<file path="src/rtl/mem_pkg.sv">
// Shared types and encodings for the data-memory request path.
// Holds the store/load op encodings and the queued request record.
package mem_pkg;

  // Store op encodings (one-hot size).
  localparam logic [2:0] ST_NONE = 3'b000;
  localparam logic [2:0] ST_SB   = 3'b001;
  localparam logic [2:0] ST_SH   = 3'b010;
  localparam logic [2:0] ST_SW   = 3'b100;

  // Load op encodings.
  localparam logic [2:0] LD_NONE = 3'b000;
  localparam logic [2:0] LD_LBU  = 3'b001;
  localparam logic [2:0] LD_LHU  = 3'b010;
  localparam logic [2:0] LD_LB   = 3'b011;
  localparam logic [2:0] LD_LH   = 3'b100;
  localparam logic [2:0] LD_LW   = 3'b101;

  // Destination tag width carried in each queue entry. The arbiter's TAG_W
  // parameter must be kept equal to this.
  localparam int MEM_TAG_W = 5;

  typedef struct packed {
    logic [2:0]           wr;
    logic [2:0]           rd;
    logic [31:0]          addr;
    logic [31:0]          wdata;
    logic [MEM_TAG_W-1:0] tag;
  } mem_req_t;

  // A lane carries work only if it names a load or a store.
  function automatic logic has_op(input logic [2:0] wr, input logic [2:0] rd);
    return (wr != ST_NONE) || (rd != LD_NONE);
  endfunction

  // Build a queue entry; a lane naming both a store and a load is a store.
  function automatic mem_req_t make_req(input logic [2:0]           wr,
                                        input logic [2:0]           rd,
                                        input logic [31:0]          addr,
                                        input logic [31:0]          wdata,
                                        input logic [MEM_TAG_W-1:0] tag);
    mem_req_t r;
    r.wr    = wr;
    r.rd    = (wr != ST_NONE) ? LD_NONE : rd;
    r.addr  = addr;
    r.wdata = wdata;
    r.tag   = tag;
    return r;
  endfunction

endpackage

</file>
<file path="src/rtl/mem_req_fifo.sv">
// Circular request queue: up to two writes and one read per cycle.
// Head entry is visible combinationally so it can issue the cycle it is popped.
// wr1_en is only ever asserted together with wr0_en (wr1 lands behind wr0).
module mem_req_fifo
  import mem_pkg::*;
#(
  parameter int DEPTH = 4,
  localparam int PW = $clog2(DEPTH),
  localparam int CW = PW + 1
) (
  input  logic          clk,
  input  logic          rst,
  input  logic          wr0_en,
  input  mem_req_t      wr0_data,
  input  logic          wr1_en,
  input  mem_req_t      wr1_data,
  input  logic          rd_en,
  output mem_req_t      rd_data,
  output logic [CW-1:0] count
);

  mem_req_t      entries [DEPTH];
  logic [PW-1:0] wr_ptr;
  logic [PW-1:0] rd_ptr;
  logic [1:0]    enq_cnt;

  assign enq_cnt = (wr0_en && wr1_en) ? 2'd2 : (wr0_en ? 2'd1 : 2'd0);
  assign rd_data = entries[rd_ptr];

  // Entry storage: no reset needed, validity is tracked by the pointers.
  always_ff @(posedge clk) begin
    if (wr0_en) entries[wr_ptr] <= wr0_data;
    if (wr1_en) entries[wr_ptr + PW'(1)] <= wr1_data;
  end

  // Pointer and occupancy bookkeeping; pointers wrap naturally mod DEPTH.
  always_ff @(posedge clk or posedge rst) begin
    if (rst) begin
      wr_ptr <= '0;
      rd_ptr <= '0;
      count  <= '0;
    end else begin
      wr_ptr <= wr_ptr + PW'(enq_cnt);
      rd_ptr <= rd_ptr + PW'(rd_en);
      count  <= count + CW'(enq_cnt) - CW'(rd_en);
    end
  end

endmodule

</file>
<file path="src/rtl/mem_req_arbiter.sv">
// Two-lane load/store arbiter in front of data-memory port 0.
// Lanes are queued in program order (lane 0 older) and issued one per cycle;
// load results come back one cycle after issue, tagged with the destination.
module mem_req_arbiter
  import mem_pkg::*;
#(
  parameter int DEPTH = 4,
  parameter int TAG_W = MEM_TAG_W
) (
  input  logic             clk,
  input  logic             rst,
  input  logic             req0_valid,
  input  logic [2:0]       req0_write,
  input  logic [2:0]       req0_read,
  input  logic [31:0]      req0_addr,
  input  logic [31:0]      req0_wdata,
  input  logic [TAG_W-1:0] req0_tag,
  input  logic             req1_valid,
  input  logic [2:0]       req1_write,
  input  logic [2:0]       req1_read,
  input  logic [31:0]      req1_addr,
  input  logic [31:0]      req1_wdata,
  input  logic [TAG_W-1:0] req1_tag,
  output logic             req_ready,
  output logic [2:0]       mem_write_o,
  output logic [2:0]       mem_read_o,
  output logic [31:0]      mem_addr_o,
  output logic [31:0]      mem_wdata_o,
  input  logic [31:0]      mem_rdata_i,
  output logic             resp_valid,
  output logic [TAG_W-1:0] resp_tag,
  output logic [31:0]      resp_data
);

  localparam int CW = $clog2(DEPTH) + 1;
  // Room for two means count <= DEPTH-2; judged on registered count only so
  // a same-cycle pop never grants extra credit.
  localparam logic [CW-1:0] READY_MAX = CW'(DEPTH - 2);

  logic [CW-1:0] count;
  logic          take0;
  logic          take1;
  logic          slot_a_en;
  logic          slot_b_en;
  mem_req_t      lane0_req;
  mem_req_t      lane1_req;
  mem_req_t      slot_a;
  mem_req_t      head;
  logic          issue;

  assign req_ready = (count <= READY_MAX);

  assign take0 = req_ready && req0_valid && has_op(req0_write, req0_read);
  assign take1 = req_ready && req1_valid && has_op(req1_write, req1_read);

  assign lane0_req = make_req(req0_write, req0_read, req0_addr, req0_wdata, req0_tag);
  assign lane1_req = make_req(req1_write, req1_read, req1_addr, req1_wdata, req1_tag);

  // Lane 0 always goes first; a lone lane 1 takes the first slot.
  assign slot_a_en = take0 || take1;
  assign slot_b_en = take0 && take1;
  assign slot_a    = take0 ? lane0_req : lane1_req;

  mem_req_fifo #(
    .DEPTH (DEPTH)
  ) u_fifo (
    .clk      (clk),
    .rst      (rst),
    .wr0_en   (slot_a_en),
    .wr0_data (slot_a),
    .wr1_en   (slot_b_en),
    .wr1_data (lane1_req),
    .rd_en    (issue),
    .rd_data  (head),
    .count    (count)
  );

  // Never idle while work is queued: the head issues and pops every cycle.
  assign issue = (count != '0);

  // Drive memory port 0 from the head entry, quiet when the queue is empty.
  always_comb begin
    mem_write_o = ST_NONE;
    mem_read_o  = LD_NONE;
    mem_addr_o  = '0;
    mem_wdata_o = '0;
    if (issue) begin
      mem_write_o = head.wr;
      mem_read_o  = head.rd;
      mem_addr_o  = head.addr;
      mem_wdata_o = head.wdata;
    end
  end

  // Capture load data at the end of its issue cycle; tag/data hold otherwise.
  always_ff @(posedge clk or posedge rst) begin
    if (rst) begin
      resp_valid <= 1'b0;
      resp_tag   <= '0;
      resp_data  <= '0;
    end else begin
      resp_valid <= issue && (head.rd != LD_NONE);
      if (issue && (head.rd != LD_NONE)) begin
        resp_tag  <= head.tag;
        resp_data <= mem_rdata_i;
      end
    end
  end

endmodule

</file>
<file path="config.mk">
export PLATFORM = sky130hd
export DESIGN_NAME = mem_req_arbiter
export DESIGN_NICKNAME = d
export VERILOG_FILES = /design/src/rtl/mem_pkg.sv /design/src/rtl/mem_req_fifo.sv /design/src/rtl/mem_req_arbiter.sv
export SDC_FILE = /design/constraint.sdc
export NUM_CORES = 1
export LEC_CHECK = 0
export BUFFER_PORTS_ARGS = -buffer_cell sky130_fd_sc_hd__buf_4
export CAP_MARGIN = 20
export CELL_PAD_IN_SITES_DETAIL_PLACEMENT = 1
export CELL_PAD_IN_SITES_GLOBAL_PLACEMENT = 2
export CORE_MARGIN = 4
export CORE_UTILIZATION = 45
export DETAILED_ROUTE_END_ITERATION = 8
export PLACE_DENSITY_LB_ADDON = 0.1
export SLEW_MARGIN = 20
export SYNTH_ARGS = -nofsm -noshare
export SYNTH_HDL_FRONTEND = slang
export SYNTH_HIERARCHICAL = 1
export SYNTH_SLANG_ARGS = --single-unit
</file>
<file path="constraint.sdc">
create_clock -name clk -period 16.22 [get_ports clk]
set_input_delay 2.433 -clock clk [delete_from_list [all_inputs] [get_ports clk]]
set_output_delay 2.433 -clock clk [all_outputs]
set_load 0.005 [all_outputs]
</file>
# ---- After elaboration in Yosys (flattened, before gate mapping)
# Memories as Yosys holds them, arrays and structs flattened.
# Cells that the tools add are included.
dict set report word_totals {
  reg_bits 45
  mem_bits_rw 300
  inputBits 186
  output_inout_bits 109
  word_cells 42
  memories 1
}
dict set report classes {
  addsub 5
  magnitude_cmp 1
  mux 13
  n_reduce_logical 16
}
# memory words word_bits rd rd_ports_with_merged_regs write_ports line
set memory_table {}
lappend memory_table {u_fifo.entries 4 75 1 0 2 mem_req_fifo.sv:22} ;# mem_req_t entries [DEPTH];
# op count
set op_table {}
lappend op_table {{75-bit 2-to-1 mux} 1}
lappend op_table {{32-bit 2-to-1 mux} 2}
lappend op_table {{3-bit nonzero test} 6}
lappend op_table {{3-bit 2-to-1 mux} 4}
lappend op_table {{1-bit logical AND} 7}
lappend op_table {{1-bit 2-to-1 mux} 5}
lappend op_table {{3-bit by 2-bit adder with 3-bit output} 1}
lappend op_table {{3-bit by 2-bit <= comparator with 1-bit output (second input constant)} 1}
lappend op_table {{1-bit logical OR} 3}
lappend op_table {{3-bit by 1-bit subtractor with 3-bit output} 1}
lappend op_table {{2-bit by 1-bit adder with 2-bit output} 1}
lappend op_table {{2-bit by 1-bit adder with 2-bit output (second input constant)} 1}
lappend op_table {{2-bit adder} 1}
lappend op_table {{2-bit 2-to-1 mux} 1}

# ---- Logic depth before layout (Yosys ltp)
dict set report logic_depth {
  ltp_word 8
  ltp_mapped 11
  depth_no_buf 9
}

# ---- Modules after synthesis
# The synthesis kept the hierarchy.
# module instances cells_each area_each_um2 seq_area_each_um2
set by_module_without_submodules {}
lappend by_module_without_submodules {mem_req_fifo 1 761 14739.1 9183.8}
lappend by_module_without_submodules {mem_req_arbiter 1 261 3179.3 950.9}

# ---- Worst setup path before layout
# Ideal clock, no wire load.
dict set report synth_path {
  path_type {input -> register}
  startpoint {in req1_write[1]}
  endpoint {mem u_fifo/entries[0][0] in the netlist's numbering, enable pin}
  setup_time_ns 0.612
  arrival_time_ns 8.361
  required_time_ns 15.608
  path_slack_ns 7.247
  stages 5
  path_buffers 0
  path_cell_list {nor3_1 -> a21bo_2 -> a21boi_0 -> nand2b_1 -> o21ai_0}
}
# item line
set synth_rtl {}
lappend synth_rtl {{from (decl)} mem_req_arbiter.sv:19} ;# input logic [2:0] req1_write,
lappend synth_rtl {{to (decl)} mem_req_fifo.sv:22}

==> out/metrics.cfg <==
[status]
status = finished clean

[clock_tree]
cts_tree = built
clock_path_buffers = 3
holdBufCountCts = 0
cts_max_level = 2
numCtsBuffers = 41
clkLatencyLatePin_ns = 0.55
clk_pin_slew_ns = 0.05
post_cts_buffers = 0
cts_resized = 0
cts_root_buffer = clkbuf_16
cts_num_sinks = 345

[grt]
grt_max_degree = 56
track_usage = 0.217
grt_pass1_vias = 11700
grt-ovfl-total = 0
grt_pass1_wl_microns = 73000
antenna_found_initial = 1

[critical_path]
slowest_delay_ns = 0.78
r2r_setup_slack_ns = 12.34
rr_worst_depth = 9
cp_cell_sequence = buf_4 -> or3_1 -> o211ai_4 -> buf_4 -> nor2_1 -> nand3_4 -> buf_4 -> o21ai_4 -> buf_4
end_kind = flip-flop
r2r_start = u_fifo/count[0]$_DFF_PP0_
cpMostUsedCell = buf_4
worstPathRequired_ns = 16.42
path_class = input port to flip-flop
critPathLaunchType = input port
r2r_end = u_fifo/entries[0][55]$_DFFE_PP_
critPathSlowestCell = buf_4
cp.arrival_ns = 5.63
cp_max_fo = 52

[yosys]
ys_seq_area_frac = 0.566
async_reset_ff_frac = 0.130
synth_area_leaders = edfxtp_1 (50%), mux2_2 (22%), mux4_2 (9.4%)
synth_area_per_cell_sq_um = 17.5
synth_ff_type = edfxtp_1
ys_types = 37
synth_edf_count = 300
synth.net_count = 1214
yosysTopAreaCellShare = 0.503
ys_ff_latch = 345
netlist_instances = 1022
ys_warn_count = 6
syn-cell-area_sq_mm = 0.0179
yosysTopAreaCell = edfxtp_1
synth_common_cells = mux2_2 (354), edfxtp_1 (300), mux4_2 (75), and2_1 (73), mux2_4 (55)
yosysMostFrequentCell = mux2_2

[place]
portBuffers = 294
place_area_sq_mm = 0.0206
dp_hpwl_microns = 28600
gp_congestion = 0.725

[final_layout]
fin_nets = 1504
diodes = 0
fill_cells = 3627
syn2layout_area_growth_pct = 22.3
final_util = 0.562
final_area_sq_mm = 0.0219
drive_above_1_share = 0.648

[min_path]
hold_depth = 1
hold_class = flip-flop to flip-flop
hold_path_end = resp_data[19]$_DFFE_PP0P_
hold_path_startpoint = resp_data[19]$_DFFE_PP0P_

[detailed_routing]
vias = 10200
ant_nets = 0
drc = 0
wl_per_cell_microns = 25.2
drt_iter0_markers = 457
via_per_inst = 5.50
dr.pass1.iters = 4
wl_microns = 46900

[timing]
tns_ns = 0
rsz0062_at_grt = no
fin_skew_ns = 0.0148
final_max_slew_viol_count = 0
worstMarginPinSlew_ns = 1.03
hold_viol_final = 0
max_freq_ghz = 0.184
fin_crit_ns = 5.43
min_period_over_period = 0.335
setup_viol = 0
slew-limit-headroom = 0.312

[power]
p_per_area_mw_per_mm2 = 179
power.clock.fraction = 0.232
switching_power_mw = 1.18
combPwrFrac = 0.408
peakVddDrop_mv = 0.102
seqPwrFrac = 0.359
cellLeakagePower_nw = 8.28
switching_share = 0.301
p_int_mw = 2.74

[floorplan]
initial_core_util = 0.459
coreArea_sq_mm = 0.0390
die_h_microns = 208
die_w_microns = 208
die-area_sq_mm = 0.0431
row_count = 72
io_pins = 295

[job]
drv_cap = 0

-- area by class of cell --
type	instances	area, sq um	area share
Clock buffer	54	1100	0.0504
Clock inverter	19	220	0.0100
Inverter	8	30.0	0.00137
Multi-Input combinational cell	600	7380	0.337
Sequential cell	345	10100	0.463
Tap cell	518	648	0.0296
Timing Repair Buffer	316	2390	0.109
-- stage by stage --
step | instances | worst slack [ns] | total power [mW] | hold WS (ns)
2_1_floorplan | 1022 | 7.25 | 2.43 | 0.493
3_3_place_gp | 1786 | 10.24 | 3.03 | 0.493
3_5_place_dp | 1786 | 10.25 | 3.06 | 0.496
4_1_cts | 1859 | 10.28 | 3.99 | 0.513
5_1_grt | 1860 | 10.61 | 4.15 | 0.521
6_report | 1860 | 10.79 | 3.92 | 0.511
-- how the worst max path moves through the flow --
stage	start	end	slack, ns	cells after the start
floorplan	req1_write[1]	u_fifo/entries[0][0]$_DFFE_PP_	7.25	5
global placement	req0_read[0]	u_fifo/entries[0][60]$_DFFE_PP_	10.24	9
CTS	u_fifo/rd_ptr[0]$_DFF_PP0_	mem_addr_o[14]	10.28	4
detailed placement	req0_read[0]	u_fifo/entries[0][62]$_DFFE_PP_	10.25	9
finish	req0_read[0]	u_fifo/entries[0][55]$_DFFE_PP_	10.79	9
global route	req0_read[0]	u_fifo/entries[0][50]$_DFFE_PP_	10.61	9
-- metal layers --
| layer | GRT usage | routed length, microns | vias to the layer above |
|---|---|---|---|
| li1 | - | - | 4613 |
| met4 | 0.0465 | 709 | 2 |
| met1 | 0.280 | 19800 | 5330 |
| met5 | 0 | 20 | - |
| met3 | 0.0429 | 2190 | 45 |
| met2 | 0.383 | 24200 | 234 |
-- registers in the layout, indices dropped and copies added, names as in the netlist --
register / flops
u_fifo/wr_ptr: 2
resp_data: 32
u_fifo/rd_ptr: 2
u_fifo/entries: 300
resp_valid: 1
resp_tag: 5
u_fifo/count: 3
-- cell usage in the layout (no fill, tap or decap), types with 2 or more instances in the layout --
master     synthesis  routed
dfrtp_4            0       2
dfrtp_1           45      43
nand3b_1           2       2
clkbuf_16          0      41
clkbuf_8           0       3
ha_1               5       5
xnor2_1            3       3
inv_1              8       7
clkinv_2           0       5
mux4_2            75      75
edfxtp_1         300     300
and4_1             2       2
and2_1            73      73
nor3_1             3       3
a21o_1             2       2
xor2_1             2       2
nand2b_1           2       2
clkinv_1           0       7
mux2_4            55      55
bufinv_16          0       5
o21ai_4            0       2
clkbuf_1           9      10
mux2_2           354     354
nand2_1            3       3
nor2_4             0       2
buf_4             12     315
-- power by group through the flow --
stage	combinational [mW]	sequential, mW	clock [mW]
2_1_floorplan	1.03	1.40	0
3_3_place_gp	1.58	1.44	0
3_5_place_dp	1.60	1.45	0
4_1_cts	1.61	1.44	0.940
5_1_grt	1.74	1.44	0.977
6_report	1.60	1.41	0.912
-- worst max-delay path: cells and delay by family --
| kind | cells | cell delay [ns] |
|---|---|---|
| and+or+nand+nor | 3 | 1.11 |
| AOI/OAI and AO/OA | 2 | 0.27 |
| buffers and inverters | 4 | 1.73 |
-- cell families (layout without fill, tap and decap cells) --
group,after synthesis,count (layout),share of synthesized area
buf+inv,77,397,0.0265
flops,345,345,0.566
simple gates,93,93,0.0324
mux,485,485,0.363
compound gates,11,11,0.00510
fa+ha+maj,6,6,0.00461
xor+xnor,5,5,0.00244
No activity file was read; power rests on OpenSTA's default activity.
